[src/rtl/spi_pkg.sv]
// spi_pkg: shared state type and constants for the SPI command sequencer.
// Define SPI_CMD_SEQ_DUMMY_EN to append a 0x00 dummy byte after the address.
package spi_pkg;

  typedef enum logic [2:0] {
    S_IDLE,
    S_HDR,
    S_PAYLOAD,
    S_LAUNCH,
    S_RUN,
    S_DONE
  } state_t;

  localparam logic OP_READ  = 1'b0;
  localparam logic OP_WRITE = 1'b1;

  localparam logic [7:0] DUMMY_BYTE = 8'h00;

`ifdef SPI_CMD_SEQ_DUMMY_EN
  localparam int DUMMY_N = 1;
`else
  localparam int DUMMY_N = 0;
`endif

  // Header length: opcode + address bytes + optional dummy
  function automatic int hdr_len(input int ab);
    return 1 + ab + DUMMY_N;
  endfunction

endpackage

[src/rtl/spi_hdr_mux.sv]
// spi_hdr_mux: picks the header byte for a given header index.
// Index 0 is the opcode, then address MSB first, then the dummy byte
// when SPI_CMD_SEQ_DUMMY_EN is defined.
module spi_hdr_mux
  import spi_pkg::*;
#(
  parameter int ADDR_BYTES = 3,
  parameter int AW         = 24
) (
  input  logic [2:0]    i_idx,
  input  logic [7:0]    i_code,
  input  logic [AW-1:0] i_addr,
  output logic [7:0]    o_byte
);

  // Select opcode, address byte or dummy by index
  always_comb begin
    o_byte = i_code;
    for (int k = 0; k < ADDR_BYTES; k++) begin
      if (i_idx == 3'(k + 1)) begin
        o_byte = i_addr[AW-8-8*k +: 8];
      end
    end
`ifdef SPI_CMD_SEQ_DUMMY_EN
    if (i_idx == 3'(ADDR_BYTES + 1)) begin
      o_byte = DUMMY_BYTE;
    end
`endif
  end

endmodule

[src/rtl/spi_cmd_seq.sv]
// spi_cmd_seq: sequences an SPI flash command through the controller FIFOs.
// Define SPI_CMD_SEQ_DUMMY_EN for a fast-read dummy byte after the address.
module spi_cmd_seq
  import spi_pkg::*;
#(
  parameter int DATA       = 8,
  parameter int ADDR_BYTES = 3
) (
  input  logic            clk,
  input  logic            rst,
  input  logic            start,
  input  logic            cmd_op,
  input  logic [7:0]      cmd_code,
  input  logic [((ADDR_BYTES > 0) ? 8*ADDR_BYTES : 8)-1:0] cmd_addr,
  input  logic [15:0]     cmd_len,
  output logic            ready,
  output logic            done,
  output logic            err,
  input  logic [DATA-1:0] tx_data,
  input  logic            tx_valid,
  output logic            tx_ready,
  output logic [DATA-1:0] rx_data,
  output logic            rx_valid,
  output logic [15:0]     len,
  output logic            op,
  output logic            work,
  input  logic            busy,
  output logic [DATA-1:0] wdata,
  output logic            wr,
  input  logic            full,
  input  logic [DATA-1:0] rdata,
  output logic            rd,
  input  logic            empty
);

  localparam int AW = (ADDR_BYTES > 0) ? 8*ADDR_BYTES : 8;
  localparam int H  = hdr_len(ADDR_BYTES);
  localparam logic [2:0]  H_LAST = 3'(H - 1);
  localparam logic [15:0] H16    = 16'(H);

  state_t          r_state;
  state_t          w_next;
  logic            r_op;
  logic [7:0]      r_code;
  logic [AW-1:0]   r_addr;
  logic [15:0]     r_clen;
  logic [15:0]     r_len;
  logic [2:0]      r_idx;
  logic [15:0]     r_cnt;
  logic [15:0]     r_rcnt;
  logic            r_bhi;
  logic            r_bdone;
  logic            r_fwd;
  logic            r_err;

  logic            w_ready;
  logic            w_go;
  logic [16:0]     w_sum;
  logic            w_ovf;
  logic [7:0]      w_hdr;

  assign w_ready = (r_state == S_IDLE) & ~busy;
  assign w_go    = start & w_ready;
  assign w_sum   = {1'b0, cmd_len} + 17'(H);
  assign w_ovf   = w_sum[16];

  spi_hdr_mux #(
    .ADDR_BYTES (ADDR_BYTES),
    .AW         (AW)
  ) u_hdr_mux (
    .i_idx  (r_idx),
    .i_code (r_code),
    .i_addr (r_addr),
    .o_byte (w_hdr)
  );

  // State register
  always_ff @(posedge clk) begin
    if (rst) r_state <= S_IDLE;
    else     r_state <= w_next;
  end

  // Next state and per-state strobes
  always_comb begin
    w_next   = r_state;
    wr       = 1'b0;
    wdata    = '0;
    tx_ready = 1'b0;
    work     = 1'b0;
    rd       = 1'b0;
    done     = 1'b0;
    unique case (r_state)
      S_IDLE: begin
        if (w_go && !w_ovf) w_next = S_HDR;
      end
      S_HDR: begin
        wdata = w_hdr;
        wr    = ~full;
        if (!full && r_idx == H_LAST) begin
          if (r_op == OP_WRITE && r_clen != 16'd0)
            w_next = S_PAYLOAD;
          else
            w_next = S_LAUNCH;
        end
      end
      S_PAYLOAD: begin
        tx_ready = ~full;
        wdata    = tx_data;
        wr       = tx_valid & ~full;
        if (tx_valid && !full && r_cnt == r_clen - 16'd1)
          w_next = S_LAUNCH;
      end
      S_LAUNCH: begin
        work   = 1'b1;
        w_next = S_RUN;
      end
      S_RUN: begin
        rd = ~empty & (r_rcnt < r_len);
        if (r_bdone && r_rcnt == r_len) w_next = S_DONE;
      end
      S_DONE: begin
        done   = 1'b1;
        w_next = S_IDLE;
      end
      default: w_next = S_IDLE;
    endcase
  end

  // Command capture, counters, busy tracking and read forwarding
  always_ff @(posedge clk) begin
    if (rst) begin
      r_op    <= 1'b0;
      r_code  <= '0;
      r_addr  <= '0;
      r_clen  <= '0;
      r_len   <= '0;
      r_idx   <= '0;
      r_cnt   <= '0;
      r_rcnt  <= '0;
      r_bhi   <= 1'b0;
      r_bdone <= 1'b0;
      r_fwd   <= 1'b0;
      r_err   <= 1'b0;
    end else begin
      r_err <= w_go & w_ovf;
      r_fwd <= rd & (r_op == OP_READ) & (r_rcnt >= H16);
      if (w_go && !w_ovf) begin
        r_op    <= cmd_op;
        r_code  <= cmd_code;
        r_addr  <= cmd_addr;
        r_clen  <= cmd_len;
        r_len   <= w_sum[15:0];
        r_idx   <= '0;
        r_cnt   <= '0;
        r_rcnt  <= '0;
        r_bhi   <= 1'b0;
        r_bdone <= 1'b0;
      end
      if (r_state == S_HDR && wr) r_idx <= r_idx + 3'd1;
      if (r_state == S_PAYLOAD && wr) r_cnt <= r_cnt + 16'd1;
      if (rd) r_rcnt <= r_rcnt + 16'd1;
      if (r_state == S_RUN) begin
        r_bhi   <= r_bhi | busy;
        r_bdone <= r_bdone | (r_bhi & ~busy);
      end
    end
  end

  assign ready    = w_ready;
  assign err      = r_err;
  assign len      = r_len;
  assign op       = r_op;
  assign rx_valid = r_fwd;
  assign rx_data  = r_fwd ? rdata : '0;

endmodule

[config.mk]
export PLATFORM = sky130hd
export DESIGN_NAME = spi_cmd_seq
export DESIGN_NICKNAME = d
export VERILOG_FILES = /design/src/rtl/spi_pkg.sv /design/src/rtl/spi_hdr_mux.sv /design/src/rtl/spi_cmd_seq.sv
export SDC_FILE = /design/constraint.sdc
export NUM_CORES = 1
export LEC_CHECK = 0
export ABC_AREA = 1
export BUFFER_PORTS_ARGS = -buffer_cell sky130_fd_sc_hd__buf_2
export CORE_MARGIN = 10
export CORE_UTILIZATION = 37
export DETAILED_ROUTE_END_ITERATION = 10
export GPL_TIMING_DRIVEN = 0
export PLACE_DENSITY = 0.62
export SKIP_LAST_GASP = 1
export SLEW_MARGIN = 20
export SYNTH_ARGS = -nofsm -noshare
export SYNTH_HDL_FRONTEND = slang
export SYNTH_SLANG_ARGS = --single-unit
[constraint.sdc]
create_clock -name clk -period 3.99 [get_ports clk]
set_input_delay 0.798 -clock clk [delete_from_list [all_inputs] [get_ports clk]]
set_output_delay 0.798 -clock clk [all_outputs]
set_load 0.01 [all_outputs]
==> results.yml, run 1 <==
outcome:
  outcome: "finished, final reports clean"
timing:
  hold_violations: 0
  finalSetupViolCount: 0
  tightestPinTransition_ps: 674
  fin_skew_ps: 8.49
  grt_setup_unrepaired: "no"
  timing.fmax_mhz: 317
  fin_crit_sh: 0.789
  timing.final.crit_period_ps: 3150
  finalWorstSetupSlack_ps: 840
  setup-tns-final_ps: 0
  drv_slew: 0
  slew-limit-headroom: 0.551
floorplanning:
  die_h_um: 149
  core_um2: 16100
  io_pins: 113
  start_util: 0.381
  rows: 46
  die-area_um2: 22100
  die_w_um: 149
clocking:
  cts.repair.resized: 0
  clock_latency_ps: 350
  cts_setup_buffers: 0
  clock-sinks: 105
  tritoncts: "yes"
  clockBufferDepth: 2
  clk_pin_slew_ps: 70
  hold_buffers: 0
  cts_inserted_buffers: 9
  cts-root-buf: "clkbuf_16"
  cts.htree.levels: 3
yosys:
  yosysTopAreaCell: "dfxtp_1"
  ys_top_cells_by_area: "dfxtp_1 (34%), nand2_1 (9.3%), nor2_1 (9.1%)"
  async_flop_share: 0
  synth.ff_latch_count: 105
  synth_warnings: 0
  syn_inst: 907
  synth_area_um2: 6110
  synth_top_area_frac: 0.344
  synth_ff_type: "dfxtp_1"
  synth_edf_count: 0
  ys_seq_area_frac: 0.344
  syn_nets: 1005
  synthDistinctLibCells: 42
  syn_avg_cell_area_um2: 6.74
routing:
  drc: 0
  wl_per_cell_um: 15.2
  drtIter0Drc: 385
  drt-total-wl_um: 19000
  avgViaCountPerCell: 4.94
  dr_total_vias: 6184
  first_pass_iters: 5
  ant_nets: 0
grt:
  grt_use_total: 0.171
  grt_antenna_before_repair: 1
  overflow: 0
  grt_max_degree: 18
  grt_pass1_vias: 5913
  grt_pass1_wl_um: 30600
layout:
  fillCellCount: 1724
  diodes: 0
  nNetsFinal: 1128
  drive_above_1_share: 0.168
  area_growth_pct: 18.1
power_and_ir_drop:
  p_leak_nw: 3.30
  powerDensity_nw_per_um2: 433
  ir_worst_vdd_v: 0.000319
setup_path:
  cp_max_fo: 10
  required_ps: 3190
  startpoint_type: "register"
  crit_path_end_kind: "output port"
  crit_type: "reg -> out"
  critical_path_arrival_ps: 2350
  rrSetupSlack_ps: 1600
placed_design:
  pre_cts_slack_ps: 1260
  dp_hpwl_um: 14900
  place_congestion: 0.896
  place.port_buffers: 112
worst_hold_path:
  hp-class: "reg -> reg"
flow_run:
  maxCapViolCount: 0
## final timing paths
kind | startpoint | endpoint | depth (start not counted)
setup / recovery | r_idx[2] | wdata[2] | 8
hold / removal | r_bhi | r_bhi | 2
setup reg to reg | r_idx[2] | r_state[0] | 10
hold reg to reg | r_bhi | r_bhi | 2
## layout make-up
type	count	area, um^2	share of cell area
multi-input combinational	658	3370	0.467
sequential	105	2100	0.291
timing repair buffer	112	561	0.0777
inverter	104	395	0.0548
tap	216	270	0.0374
buffer	40	246	0.0342
clock buffer	10	229	0.0317
clock inverter	6	45.0	0.00624
## stage by stage
step | power, mW | area [um^2] | utilization | std cells | hold WS (ps)
5_1_grt | 3.33 | 7220 | 0.449 | 1251 | 479
4_1_cts | 3.14 | 7220 | 0.449 | 1251 | 460
3_5_place_dp | 2.29 | 6940 | 0.432 | 1235 | 450
3_3_place_gp | 2.28 | 6940 | 0.432 | 1235 | 441
2_1_floorplan | 1.96 | 6110 | - | 907 | 431
6_report | 3.12 | 7220 | 0.449 | 1251 | 454
## synthesized netlist by cell type, types with 2 or more instances
library cell,instances
nor3_1,6
nor2_1,148
a211oi_1,2
o22ai_1,3
nand3_1,61
dfxtp_1,105
clkbuf_1,16
o211ai_1,2
nor2_2,4
a31oi_1,9
or2_2,4
buf_6,9
xnor2_1,4
a211oi_2,2
buf_1,2
buf_4,5
xor2_1,17
and2_1,3
nand2_1,152
nand4_1,13
nand3_2,3
nand2_2,2
o21ai_0,98
nor3_2,5
nor4_1,4
ha_1,26
nand3b_1,7
buf_2,7
a21oi_1,74
inv_1,102
## cell families (layout without fill, tap and decap cells)
kind of cell	Yosys count	after routing	share of synthesized area
and+or+nand+nor	416	416	0.298
AOI/OAI and AO/OA	195	195	0.169
xor gates and xnor gates	21	21	0.0301
adders and majority gates	26	26	0.0532
buffers and inverters	144	272	0.105
DFF	105	105	0.344
## cell usage in the layout, fill, tap and decap left out, types with 3 or more instances in the layout
cell type / instances
nor4_1: 4
nand4_1: 13
buf_2: 119
or2_2: 4
dfxtp_1: 105
and2_1: 3
xor2_1: 17
a31oi_1: 9
nand3_2: 3
nor2_2: 4
nand3b_1: 7
nor3_1: 6
clkbuf_16: 9
a21oi_1: 74
nor3_2: 5
nor2_1: 148
o22ai_1: 3
clkbuf_1: 17
xnor2_1: 4
inv_1: 102
nand2_1: 152
clkinvlp_4: 3
ha_1: 26
buf_6: 9
nand3_1: 61
buf_4: 5
o21ai_0: 98
## critical path: stages, from the launching register on
cell	delay [ps]
dfxtp_1	310
inv_1	80
clkbuf_1	340
ha_1	210
clkbuf_1	310
inv_1	240
o21ai_0	190
o21ai_0	150
buf_2	170
## layer usage
metal	global-route usage	share of wire	up-vias
li1	-	-	3213
met5	0	0.00053	-
met2	0.261	0.44	143
met1	0.235	0.49	2806
met4	0.0491	0.015	2
met3	0.0385	0.053	20
## power breakdown
group / switching (mW) / internal (mW) / total, mW
Clock: 0.425 / 0.425 / 0.851
Combinational: 0.645 / 0.368 / 1.01
Sequential: 0.0950 / 1.16 / 1.26
## sequential cells by signal, indices dropped and copies added (netlist names), 3 cells and up
name,cells
len,14
r_addr,24
r_clen,16
r_cnt,16
r_code,8
r_idx,3
r_rcnt,16
r_state,3
Power figures use the tool's default switching activity.
==> inputs of run 2 (changes only) <==
- ABC_AREA: 1 -> 0
- clock period: 3.99 -> 3.05 ns (I/O delays scaled with it)
==> run 2 against run 1 <==
Critical path depth grew 2. Cell count shrank 11%. Synthesized cell count shrank 15%.
==> results.yml, run 2 <==
timing:
  grt_setup_unrepaired: "yes"
  setup-tns-final_ps: 0
  drv_slew: 0
  hold_violations: 0
  timing.final.crit_period_ps: 2930
  whs_ps: 458
  tightestPinTransition_ps: 876
  slew-limit-headroom: 0.410
  fin_crit_sh: 0.961
  finalWorstSetupSlack_ps: 119
  finalSetupViolCount: 0
  fin_skew_ps: 6.08
  timing.fmax_mhz: 341
yosys:
  synth.most_common_cell: "nand2_1"
  yosys.area_share.simple: 0.279
  synth_top_area_frac: 0.358
  syn_nets: 872
  synth.area.mux_share: 0.00192
  synth-xor-area-share: 0.0477
  async_flop_share: 0
  yosysTopAreaCell: "dfxtp_1"
  ys_top_cells_by_area: "dfxtp_1 (36%), nand2_1 (8.6%), a21oi_1 (8.0%)"
  syn_avg_cell_area_um2: 7.59
  syn_inst: 774
  synthDistinctLibCells: 56
  synth_edf_count: 0
  synth_common_cells: "nand2_1 (134), dfxtp_1 (105), a21oi_1 (94), nor2_1 (59), clkbuf_1 (43)"
  synth-compound-area-share: 0.199
  synth_area_um2: 5870
  synthAdderAreaFrac: 0.0554
  synth_warnings: 0
  synth_top_family_by_area: "simple AND/OR/NAND/NOR gates"
  ys_seq_area_frac: 0.358
  synth_ff_type: "dfxtp_1"
  synth.ff_latch_count: 105
outcome:
  outcome: "finished, final reports clean"
floorplanning:
  die_h_um: 146
  die_w_um: 146
  die-area_um2: 21300
  core_um2: 15700
  rows: 46
  io_pins: 113
  start_util: 0.374
routing:
  drc: 0
  highest_layer: "met5"
  wl_met1_um: 8640
  wl_met2_um: 8790
  wl_per_cell_um: 16.9
  ant_nets: 0
  avgViaCountPerCell: 5.34
  drtIter0Drc: 378
  drt-total-wl_um: 18900
  first_pass_iters: 5
  wl_met3_um: 1210
  dr_total_vias: 5975
layout:
  drive_above_1_share: 0.174
  final_common_cell: "nand2_1"
  fillCellCount: 1644
  diodes: 0
  final_cells: 1119
  final_cell_area_um2: 7090
  area_growth_pct: 20.8
  nNetsFinal: 996
  layout_common_cells: "nand2_1 (134), buf_2 (114), dfxtp_1 (104)"
  largest_reg_flops: 24
  regMostFlops: "r_addr"
  final_util: 0.452
setup_path:
  critical_path_arrival_ps: 2320
  r2r_start: "r_clen[0]"
  cp_max_fo: 10
  cp-startpoint: "r_idx[0]"
  startpoint_type: "register"
  required_ps: 2440
  crit_path_end_kind: "output port"
  crit_type: "reg -> out"
power_and_ir_drop:
  p_int_mw: 2.30
  seq_power_share: 0.447
  pwr-share-comb: 0.178
  ir_worst_vdd_v: 0.000288
  p_leak_nw: 2.77
  clkPwrFrac: 0.375
  powerDensity_nw_per_um2: 465
  finalPower_mw: 3.30
  switchingPower_mw: 1.00
  switching_share: 0.303
placed_design:
  pre_cts_slack_ps: -349
  dp_hpwl_um: 14700
  place_area_um2: 6710
  place_congestion: 0.859
  place.port_buffers: 112
  placed_cells: 1102
clocking:
  clock-sinks: 105
  clock_latency_ps: 360
  hold_buffers: 0
  clk_pin_slew_ps: 80
  tritoncts: "yes"
  cts-root-buf: "clkbuf_16"
  cts.htree.levels: 3
  clockBufferDepth: 2
  cts_inserted_buffers: 9
grt:
  grt_antenna_before_repair: 1
  overflow: 0
  grt_pass1_vias: 5734
  grt_use_total: 0.173
  grt_max_degree: 20
  grt_pass1_wl_um: 30100
worst_hold_path:
  hp-class: "reg -> reg"
  min_from: "r_addr[21]"
flow_run:
  maxCapViolCount: 0
==> run 2: cell types whose count changed after synthesis, moves of 10 or more <==
cell / delta
a211oi_1: +10
o21ai_0: -72
nor2_1: -89
xnor2_1: +11
inv_1: -69
and3_1: +11
nand2_1: -18
nand3_1: -37
a21oi_1: +20
clkbuf_1: +27
nor3_1: +10
==> run 2: repair_timing <==
item,in CTS,in global routing
endpoints found under the setup margin,10,21
buffers inserted,0,6
resized for setup,7,8
pin swaps,0,3
==> run 2: cells by family after synthesis <==
| logic type | Yosys count |
|---|---|
| and+or+nand+nor | 336 |
| AOI/OAI and AO/OA | 191 |
| buffers and inverters | 83 |
| muxes | 1 |
| adders and majority gates | 26 |
| xor gates and xnor gates | 32 |
| DFF | 105 |
==> run 2: final cells by class <==
cell class                      count  area [um^2]  area share
Multi-Input combinational cell    586         3460       0.488
Sequential cell                   105         2110       0.297
Timing Repair Buffer              118          606      0.0854
Tap cell                          216          270      0.0381
Clock buffer                       10          229      0.0323
Buffer                             45          209      0.0295
Inverter                           33          131      0.0185
Clock inverter                      6         80.1      0.0113
==> run 2: routing by layer <==
metal  global-route usage  up-vias
li1                     -     2988
met1                0.223     2787
met2                0.280      180
met3               0.0479       18
met4               0.0405        2
met5                    0        -
==> run 2: critical path, stage by stage (launching register included) <==
cell,delay [ps]
dfxtp_1,350
inv_1,90
ha_2,310
nor2b_1,80
clkbuf_2,180
a22oi_1,220
nor2_1,60
a21oi_1,190
o21ai_0,110
a22o_1,240
buf_2,130
==> run 2: worst paths after layout <==
| path | end | slack [ps] | cells past startpoint |
|---|---|---|---|
| max | wdata[5] | 120 | 10 |
| min | r_addr[21] | 460 | 2 |
| max reg2reg | r_state[0] | 240 | 9 |
| min reg2reg | r_addr[21] | 460 | 2 |
==> run 2: power groups by stage <==
stage	clock network (mW)	registers (mW)	logic, mW
finish	1.24	1.47	0.587
global placement	0	1.50	0.573
floorplan	0	1.50	0.355
detailed placement	0	1.51	0.576
CTS	1.26	1.47	0.581
global route	1.31	1.48	0.656
